[config.mk]
export PLATFORM = sky130hd
export DESIGN_NAME = conv_operand_memory
export DESIGN_NICKNAME = d
export VERILOG_FILES = /design/src/rtl/conv_operand_memory.sv
export SDC_FILE = /design/constraint.sdc
export NUM_CORES = 2
export LEC_CHECK = 0
export BUFFER_PORTS_ARGS = -buffer_cell sky130_fd_sc_hd__buf_2
export CORE_MARGIN = 1
export CORE_UTILIZATION = 65
export CTS_CLUSTER_DIAMETER = 30
export DETAILED_ROUTE_END_ITERATION = 6
export GPL_TIMING_DRIVEN = 0
export PLACE_DENSITY_LB_ADDON = 0.08
export SETUP_SLACK_MARGIN = 0.2
export SKIP_CTS_REPAIR_TIMING = 1
export SYNTH_ARGS = -nofsm -noshare
export SYNTH_HDL_FRONTEND = slang
export SYNTH_SLANG_ARGS = --single-unit
[constraint.sdc]
create_clock -name clk -period 156.8 [get_ports clk]
set_input_delay 0 -clock clk [delete_from_list [all_inputs] [get_ports clk]]
set_output_delay 0 -clock clk [all_outputs]
set_load 0.02 [all_outputs]
[src/rtl/conv_operand_memory.sv]
// conv_operand_memory
//   Operand store for one convolution layer. Holds input activations and
//   kernel weights as DATA_SIZE-bit words. Stored data is never interpreted
//   or modified.
//
//   Optional build macro: RD_BYPASS_EN
//     defined   - a read of the word being written in the same cycle returns
//                 wr_data (write-first forwarding, per bank)
//     undefined - such a read returns the old contents (read-first)
//   Read latency is one clock in both builds.
//
// Ports
//   clk, rst                 clock, asynchronous active-high reset
//   act_wr_en, wt_wr_en      write strobes for activation / weight bank
//   wr_data                  shared write word
//   wr_idx3..wr_idx0         write index (in-map, entry/out-map, y, x)
//   act_rd_entry/y/x         activation read address
//   act_rd_data              activation read word (registered)
//   wt_rd_in/out/y/x         weight read address
//   wt_rd_data               weight read word (registered)
//   wr_err                   one-cycle pulse after an out-of-range write
module conv_operand_memory #(
  parameter int unsigned NUM_INPUTS  = 1,
  parameter int unsigned NUM_OUTPUTS = 1,
  parameter int unsigned INPUT_DIM   = 5,
  parameter int unsigned KERNEL_DIM  = 3,
  parameter int unsigned DATA_SIZE   = 64
) (
  input  logic                 clk,
  input  logic                 rst,
  input  logic                 act_wr_en,
  input  logic                 wt_wr_en,
  input  logic [DATA_SIZE-1:0] wr_data,
  input  logic [15:0]          wr_idx3,
  input  logic [15:0]          wr_idx2,
  input  logic [15:0]          wr_idx1,
  input  logic [15:0]          wr_idx0,
  input  logic [15:0]          act_rd_entry,
  input  logic [15:0]          act_rd_y,
  input  logic [15:0]          act_rd_x,
  output logic [DATA_SIZE-1:0] act_rd_data,
  input  logic [15:0]          wt_rd_in,
  input  logic [15:0]          wt_rd_out,
  input  logic [15:0]          wt_rd_y,
  input  logic [15:0]          wt_rd_x,
  output logic [DATA_SIZE-1:0] wt_rd_data,
  output logic                 wr_err
);

  localparam int unsigned ACT_WORDS = NUM_INPUTS * INPUT_DIM * INPUT_DIM;
  localparam int unsigned WT_WORDS  = NUM_INPUTS * NUM_OUTPUTS * KERNEL_DIM * KERNEL_DIM;
  localparam int unsigned ACT_AW    = (ACT_WORDS > 1) ? $clog2(ACT_WORDS) : 1;
  localparam int unsigned WT_AW     = (WT_WORDS > 1) ? $clog2(WT_WORDS) : 1;

  // Each index is checked against its own dimension, so a wide x can never
  // spill into the next row after linearising.
  function automatic logic act_in_range(input logic [15:0] e, input logic [15:0] y,
                                        input logic [15:0] x);
    return (32'(e) < NUM_INPUTS) && (32'(y) < INPUT_DIM) && (32'(x) < INPUT_DIM);
  endfunction

  function automatic logic wt_in_range(input logic [15:0] i, input logic [15:0] o,
                                       input logic [15:0] y, input logic [15:0] x);
    return (32'(i) < NUM_INPUTS) && (32'(o) < NUM_OUTPUTS) &&
           (32'(y) < KERNEL_DIM) && (32'(x) < KERNEL_DIM);
  endfunction

  function automatic logic [ACT_AW-1:0] act_addr(input logic [15:0] e, input logic [15:0] y,
                                                 input logic [15:0] x);
    return ACT_AW'((32'(e) * INPUT_DIM + 32'(y)) * INPUT_DIM + 32'(x));
  endfunction

  function automatic logic [WT_AW-1:0] wt_addr(input logic [15:0] i, input logic [15:0] o,
                                               input logic [15:0] y, input logic [15:0] x);
    return WT_AW'(((32'(i) * NUM_OUTPUTS + 32'(o)) * KERNEL_DIM + 32'(y)) * KERNEL_DIM
                  + 32'(x));
  endfunction

  logic [DATA_SIZE-1:0] act_mem [ACT_WORDS];
  logic [DATA_SIZE-1:0] wt_mem  [WT_WORDS];

  logic              act_wr_ok, wt_wr_ok, act_rd_ok, wt_rd_ok;
  logic [ACT_AW-1:0] act_wa, act_ra;
  logic [WT_AW-1:0]  wt_wa, wt_ra;
  logic              act_hit, wt_hit;

  assign act_wr_ok = act_in_range(wr_idx2, wr_idx1, wr_idx0);
  assign wt_wr_ok  = wt_in_range(wr_idx3, wr_idx2, wr_idx1, wr_idx0);
  assign act_rd_ok = act_in_range(act_rd_entry, act_rd_y, act_rd_x);
  assign wt_rd_ok  = wt_in_range(wt_rd_in, wt_rd_out, wt_rd_y, wt_rd_x);
  assign act_wa    = act_addr(wr_idx2, wr_idx1, wr_idx0);
  assign wt_wa     = wt_addr(wr_idx3, wr_idx2, wr_idx1, wr_idx0);
  assign act_ra    = act_addr(act_rd_entry, act_rd_y, act_rd_x);
  assign wt_ra     = wt_addr(wt_rd_in, wt_rd_out, wt_rd_y, wt_rd_x);

`ifdef RD_BYPASS_EN
  assign act_hit = act_wr_en && act_wr_ok && (act_wa == act_ra);
  assign wt_hit  = wt_wr_en && wt_wr_ok && (wt_wa == wt_ra);
`else
  assign act_hit = 1'b0;
  assign wt_hit  = 1'b0;
`endif

  logic [DATA_SIZE-1:0] act_rd_p1, wt_rd_p1;
  logic                 wr_err_p1;

  // ---- stage p1: storage update and registered read ----
  always_ff @(posedge clk or posedge rst) begin
    if (rst) begin
      for (int i = 0; i < int'(ACT_WORDS); i++) act_mem[i] <= '0;
      for (int i = 0; i < int'(WT_WORDS); i++)  wt_mem[i]  <= '0;
      act_rd_p1 <= '0;
      wt_rd_p1  <= '0;
      wr_err_p1 <= 1'b0;
    end else begin
      if (act_wr_en && act_wr_ok) act_mem[act_wa] <= wr_data;
      if (wt_wr_en && wt_wr_ok)   wt_mem[wt_wa]   <= wr_data;
      wr_err_p1 <= (act_wr_en && !act_wr_ok) || (wt_wr_en && !wt_wr_ok);

      if (!act_rd_ok)   act_rd_p1 <= '0;
      else if (act_hit) act_rd_p1 <= wr_data;
      else              act_rd_p1 <= act_mem[act_ra];

      if (!wt_rd_ok)    wt_rd_p1 <= '0;
      else if (wt_hit)  wt_rd_p1 <= wr_data;
      else              wt_rd_p1 <= wt_mem[wt_ra];
    end
  end

  assign act_rd_data = act_rd_p1;
  assign wt_rd_data  = wt_rd_p1;
  assign wr_err      = wr_err_p1;

endmodule

Yosys cells after proc, flatten, opt, wreduce, memory -nomap -nowiden
Index checks and enable logic that the tools add are counted.
- add/subtract/negate cells: 10
- $mul: 8
- magnitude comparators: 19
- multiplexer cells: 14
- bitwise gates (word level): 4
- reduce and logical (&&, ||, !) cells: 19
- operator list (kind ; number):
    bitwise mux 1600 bit ; 1
    bitwise mux 576 bit ; 1
    two-way mux 64 bit ; 8
    binary-select mux 64 bit (select 5 bit) ; 1
    demux 64 bit (select 5 bit) ; 1
    binary-select mux 64 bit (select 4 bit) ; 1
    demux 64 bit (select 4 bit) ; 1
    adder 19 x 16 -> 20 bit ; 4
    < comparator 16 x 1 -> 1 bit, second input constant ; 5
    < comparator 16 x 2 -> 1 bit, second input constant ; 4
    < comparator 16 x 3 -> 1 bit, second input constant ; 4
    multiplier 20 x 2 -> 4 bit, second input constant ; 2
    multiplier 20 x 3 -> 5 bit, second input constant ; 2
    multiplier 16 x 3 -> 19 bit, second input constant ; 2
    multiplier 17 x 2 -> 19 bit, second input constant ; 2
    adder 16 x 16 -> 17 bit ; 2
    logical AND 1 bit ; 16
    >= comparator 6 bit, second input constant ; 2
    NOT 5 -> 6 bit ; 2
    adder 5 bit ; 2
    >= comparator 5 bit, second input constant ; 2
    NOT 4 -> 5 bit ; 2
    adder 4 bit ; 2
    < comparator 6 x 1 -> 1 bit, second input constant ; 1
    other kinds (3) ; 4
- register bits after elaboration: 2305
- input bits: 244
- logic and storage cells: 111

Logic depth before layout (Yosys ltp)
- word-level depth: 11
- gate-level depth with buffers: 19

Worst setup path before layout
No wires, ideal clock.
- kind: input -> register
- start: input wr_idx3[0]
- end: register wt_mem[0] in the netlist's numbering
- setup time: 0.125 ns
- arrival: 4.967 ns
- data required time: 156.675 ns
- path slack: 151.709 ns
- stages on the path: 17
- buffers on the path: 2
- cells stage by stage: ha_1 > fa_1 > fa_1 > ha_1 > inv_1 > fa_1 > inv_1 > fa_1 > fa_1 > xor2_1 > xnor2_1 > xnor2_1 > xnor2_2 > nor3b_1 > buf_2 > buf_2 > mux2_2
- cells in the longest elaborated chain, start to end: 11
- elaborated cells between the ends (all ways): 17
- those cells by class: add/sub: 3; mul: 2; order compare: 3; mux: 3; bitwise: 1; reduce/logical: 5
- ends and longest elaborated chain (element ; line ; text):
    start: declaration ; 34 ; input logic [15:0] wr_idx3,
    adder 16 x 16 -> 17 bit ; 75 ; return WT_AW'(((32'(i) * NUM_OUTPUTS + 32'(o)) * KERNEL_DIM + 32'(y)) * KERNEL_DIM
    multiplier 17 x 2 -> 19 bit ; 75 ;
    adder 19 x 16 -> 20 bit ; 75 ;
    multiplier 20 x 2 -> 4 bit ; 75 ;
    adder 4 bit ; 76 ; + 32'(x));
    NOT 4 -> 5 bit (implied by the code) ; 117 ; if (wt_wr_en && wt_wr_ok) wt_mem[wt_wa] <= wr_data;
    >= comparator 5 bit (implied by the code) / < comparator 5 x 1 -> 1 bit (equally long branches) ; 117 ;
    logical AND 1 bit (implied by the code) ; 117 ;
    two-way mux 64 bit (implied by the code) ; 117 ;
    demux 64 bit (select 4 bit) ; 117 ;
    bitwise mux 576 bit ; 117 ;
    end signal: indexed assignment ; 117 ;
    end: declaration ; 80 ; logic [DATA_SIZE-1:0] wt_mem [WT_WORDS];
Several ways; a longest one is shown, not always the timed one.
A chain may end at the register's enable or synchronous reset.

Final worst setup path
- start: input act_rd_entry[0]
- end: register act_rd_p1[62] (netlist: act_rd_data[62])
- cells in the longest elaborated chain, start to end: 9
- elaborated cells between the ends (all ways): 12
- those cells by class: add/sub: 2; mul: 2; order compare: 1; mux: 4; bitwise: 1; reduce/logical: 2
- ends and longest elaborated chain (element ; line ; text):
    start: declaration ; 38 ; input logic [15:0] act_rd_entry,
    multiplier 16 x 3 -> 19 bit ; 70 ; return ACT_AW'((32'(e) * INPUT_DIM + 32'(y)) * INPUT_DIM + 32'(x));
    adder 19 x 16 -> 20 bit ; 70 ;
    multiplier 20 x 3 -> 5 bit ; 70 ;
    adder 5 bit ; 70 ;
    NOT 5 -> 6 bit (implied by the code) ; 122 ; else act_rd_p1 <= act_mem[act_ra];
    binary-select mux 64 bit (select 5 bit) ; 122 ;
    two-way mux 64 bit (implied by the code) (2 in series) ; 122 ;
    two-way mux 64 bit * ; 120 ; if (!act_rd_ok) act_rd_p1 <= '0;
    end signal: assignment ; 121 ; else if (act_hit) act_rd_p1 <= wr_data;
    end signal: assignment ; 122 ;
    end: declaration ; 104 ; logic [DATA_SIZE-1:0] act_rd_p1, wt_rd_p1;
Mark *: on every way between the ends. The rest lies on a longest branch, timed or not. The select of a mux whose other input is x is not followed.

==> metrics.md <==
| Metric | Value |
|---|---|
| Status | `finished, violations left` |
| Failing checks | `design-rule violations, max-capacitance violations, max-slew violations` |
| Psw | `slightly below 0.7 mW` |
| Startpoint Class | `input pin` |
| Max_slew headroom | `-9.07%` |
| Setup TNS | `0 ns` |
| Row count | `~150` |
| Cells after Synth | `6698` |
| Top cells by count, synth | `2305 x dfrtp_1, 2063 x mux2_2, 512 x mux4_2` |
| Gpl congestion | `around 0.87` |
| Vert. Die Dim | `around 400 µm` |
| PwrDens | `16.2 mW/mm²` |
| Initial antenna violation count | `20` |
| Kind of cell adding the most delay to the critical path | `buffers and inverters` |
| GRT overflow | `0` |
| Yosys cell types | `45` |
| PnR Total Power | `around 2.1 mW` |
| Effective utilization at floorplan | `between 60% and 70%` |
| Int Pwr | `around 1.4 mW` |
| Reg2reg setup slack | `about 150 ns` |
| Slew Viols, Final | `57` |
| Post-synth top flop | `dfrtp_1` |
| Sequential Power Share | `about 29%` |
| Top cells by area, synth | `dfrtp_1 55%, mux2_2 22%, mux4_2 11%` |
| Vias in the first global route | `71158` |
| Die width | `between 400 and 500 µm` |
| Sw frac | `between 30% and 40%` |
| Vias after detailed routing | `66875` |
| Total CTS buffers | `457` |
| CP required | `between 150 and 200 ns` |
| Worst-path cell with the longest stage delay | `a211oi_1` |
| Fmax | `0.172 GHz` |
| Most frequent CP cell | `ha_1` |
| First-pass GRT wire length | `468000 µm` |
| WL per Instance | `around 31 µm` |
| Most frequent cell after synthesis | `dfrtp_1` |
| Max VDD drop | `around 0.020 mV` |
| Period utilisation layout | `between 3 and 4%` |
| TritonCTS clock tree | `built` |
| Largest net degree at the start of global routing | `135` |
| Area leader, netlist | `dfrtp_1` |
| Worst path buffer plus inverter count | `6` |
| Crit path from | `act_rd_entry[0]` |
| Post-synth top area share | `between 50% and 60%` |
| Async S/R FF share, synth | `100%` |
| Comb pwr share | `a little under a quarter` |
| Leakage power | `62.6 nW` |
| CTS Sinks | `around 2300` |
| Syn Nets | `between 7000 and 8000` |
| EDFF count, synth | `0` |
| HPWL after DPL | `208000 µm` |
| # setup viols final | `0` |
| Post-synthesis sequential area ratio | `between 50% and 60%` |
| Drt via density | `roughly 6.5` |
| Clock transition at path regs | `roughly 0.050 ns` |
| Max clock buf depth | `4` |
| Boundary Pins | `between 300 and 400` |
| DRT iter0 DRCs | `about 6000` |
| CP endpoint kind | `register` |
| Die outline area | `around 0.16 mm²` |
| Final ANT Viol Nets | `0` |
| RSZ-0062 raised after global routing | `false` |
| Area Overhead vs Synth | `21.9%` |
| Slowest stage delay, CP | `approximately 1.1 ns` |
| Mean Syn Cell Area | `between 15 and 20 µm²` |
| Clk_lat worst skew | `about 0.98 ns` |
| R2R Path Start | `act_mem[126]$_DFFE_PP0P_` |
| Synth warn | `0` |
| WP depth | `15` |
| CP arrival | `about 6.5 ns` |
| Post-synthesis cell area | `0.105 mm²` |
| Pre-antenna DRT Iters | `7` |
| Root Buffer | `clkbuf_16` |
| DRC | `2` |
| CP Cell Sequence | `buf_2 -> ha_1 -> ha_1 -> fa_1 -> ha_1 -> ha_1 -> inv_1 -> fa_1 -> clkbuf_1 -> buf_1 -> nor4b_1 -> clkbuf_2 -> clkbuf_1 -> a21oi_1 -> a211oi_1` |
| Tightest Pin Transition | `approximately 1.6 ns` |
| Core ar. | `between 0.15 and 0.2 mm²` |
| Max cap viols | `7` |
| Share of cells above drive strength 1 | `50.8%` |
| Flops & latches, synth | `~2300` |
| Crit Path Max Fanout | `10` |
| Worst clock skew | `roughly 0.054 ns` |
| Fin. Hold Viols | `0` |
| # port buffers | `between 300 and 400` |
| Clock Power Share | `a little under half` |
| Critical Path End | `act_rd_data[62]$_DFF_PP0_` |
| Crit Path Class | `in2reg` |
| H-Tree Depth | `5` |
| Hold Path Class | `in2reg` |
| Post-route minimum period | `roughly 5.8 ns` |
| GRT Overall Usage | `a little under 40%` |
| Final WL | `around 320000 µm` |
| FF-to-FF path depth | `5` |
| RR Endpoint | `act_rd_data[62]$_DFF_PP0_` |
| Layout Nets | `roughly 8000` |
power groups by stage:
stage               Clock, mW  Sequential (mW)  Combinational, mW
floorplan                   0            0.608              0.228
global placement            0            0.609              0.433
detailed placement          0            0.606              0.460
CTS                     0.992            0.596              0.462
global route             1.02            0.596              0.485
finish                  0.992            0.596              0.477
cell type report:
class | count | area (µm²)
multi-input combinational | 3738 | 44000
clock buffer | 594 | 12700
buffer | 621 | 3020
sequential | 2305 | 57700
fill | 8465 | 31400
tap | 2146 | 2690
inverter | 34 | 135
clock inverter | 235 | 3060
antenna | 25 | 62.6
timing repair buffer | 554 | 4320
routing by layer:
layer / up-vias / track usage (%) / wire length [µm]
li1: 26913 / - / -
met5: - / 0 / 42
met1: 35967 / 52.4 / 122000
met4: 6 / 22.4 / 19900
met3: 820 / 9.76 / 26300
met2: 3169 / 59.9 / 148000
how the worst min path moves through the flow:
stage	from	to	slack, ns	cells after the start
2_1_floorplan	wt_wr_en	wr_err$_DFF_PP0_	0.13	1
3_3_place_gp	wt_wr_en	wr_err$_DFF_PP0_	0.28	2
3_5_place_dp	rst	wt_mem[565]$_DFFE_PP0P_	0.25	2
4_1_cts	rst	act_mem[120]$_DFFE_PP0P_	-0.75	2
5_1_grt	wr_data[1]	act_mem[449]$_DFFE_PP0P_	0.003	3
6_report	wr_idx3[9]	wt_mem[380]$_DFFE_PP0P_	0.0005	6
cells by family (layout without fill, tap and decap cells):
group,count (synthesis),after routing,synth area share (%)
muxes,2862,2862,36.4
DFF,2305,2305,55.1
buffers and inverters,655,2038,2.98
and+or+nand+nor,443,443,2.26
AOI/OAI and AO/OA,317,317,1.89
adders and majority gates,68,68,0.970
xor gates and xnor gates,48,48,0.488
other,0,25,0
stage by stage:
stage	instance area (µm²)	std cells	setup slack [ns]	hold slack (ns)	utilization, %
after detailed placement	110000	9267	150.24	0.253	69.4
after floorplan	105000	6698	91.66	0.133	-
final	128000	10252	151.00	0.000481	80.3
after global placement	109000	9216	70.76	0.277	68.7
after CTS	126000	10096	151.21	-0.747	79.4
after global routing	128000	10230	150.90	0.00340	80.2
registers in the layout, summed over array words and instances (netlist names):
name	count
act_mem	1600
wt_mem	576
act_rd_data	64
wt_rd_data	64
wr_err	1
tightest hold or removal path: stages:
cell,delay (ns)
buf_2,0.08
a211o_1,0.08
a211oi_1,0.07
nand3_1,0.32
nor4_4,0.16
mux2_2,0.22
layout by cell type, fill, tap and decap left out, drive strengths merged, types with 83 or more instances in the layout:
cell type    instances
mux2i              110
a22oi               83
nand2              160
clkbuf             944
buf                697
clkinv              93
nor2               110
a21oi              157
mux2              2240
mux4               512
dlygate4sd3        128
dfrtp             2305
(Power assumes the default switching activity.)
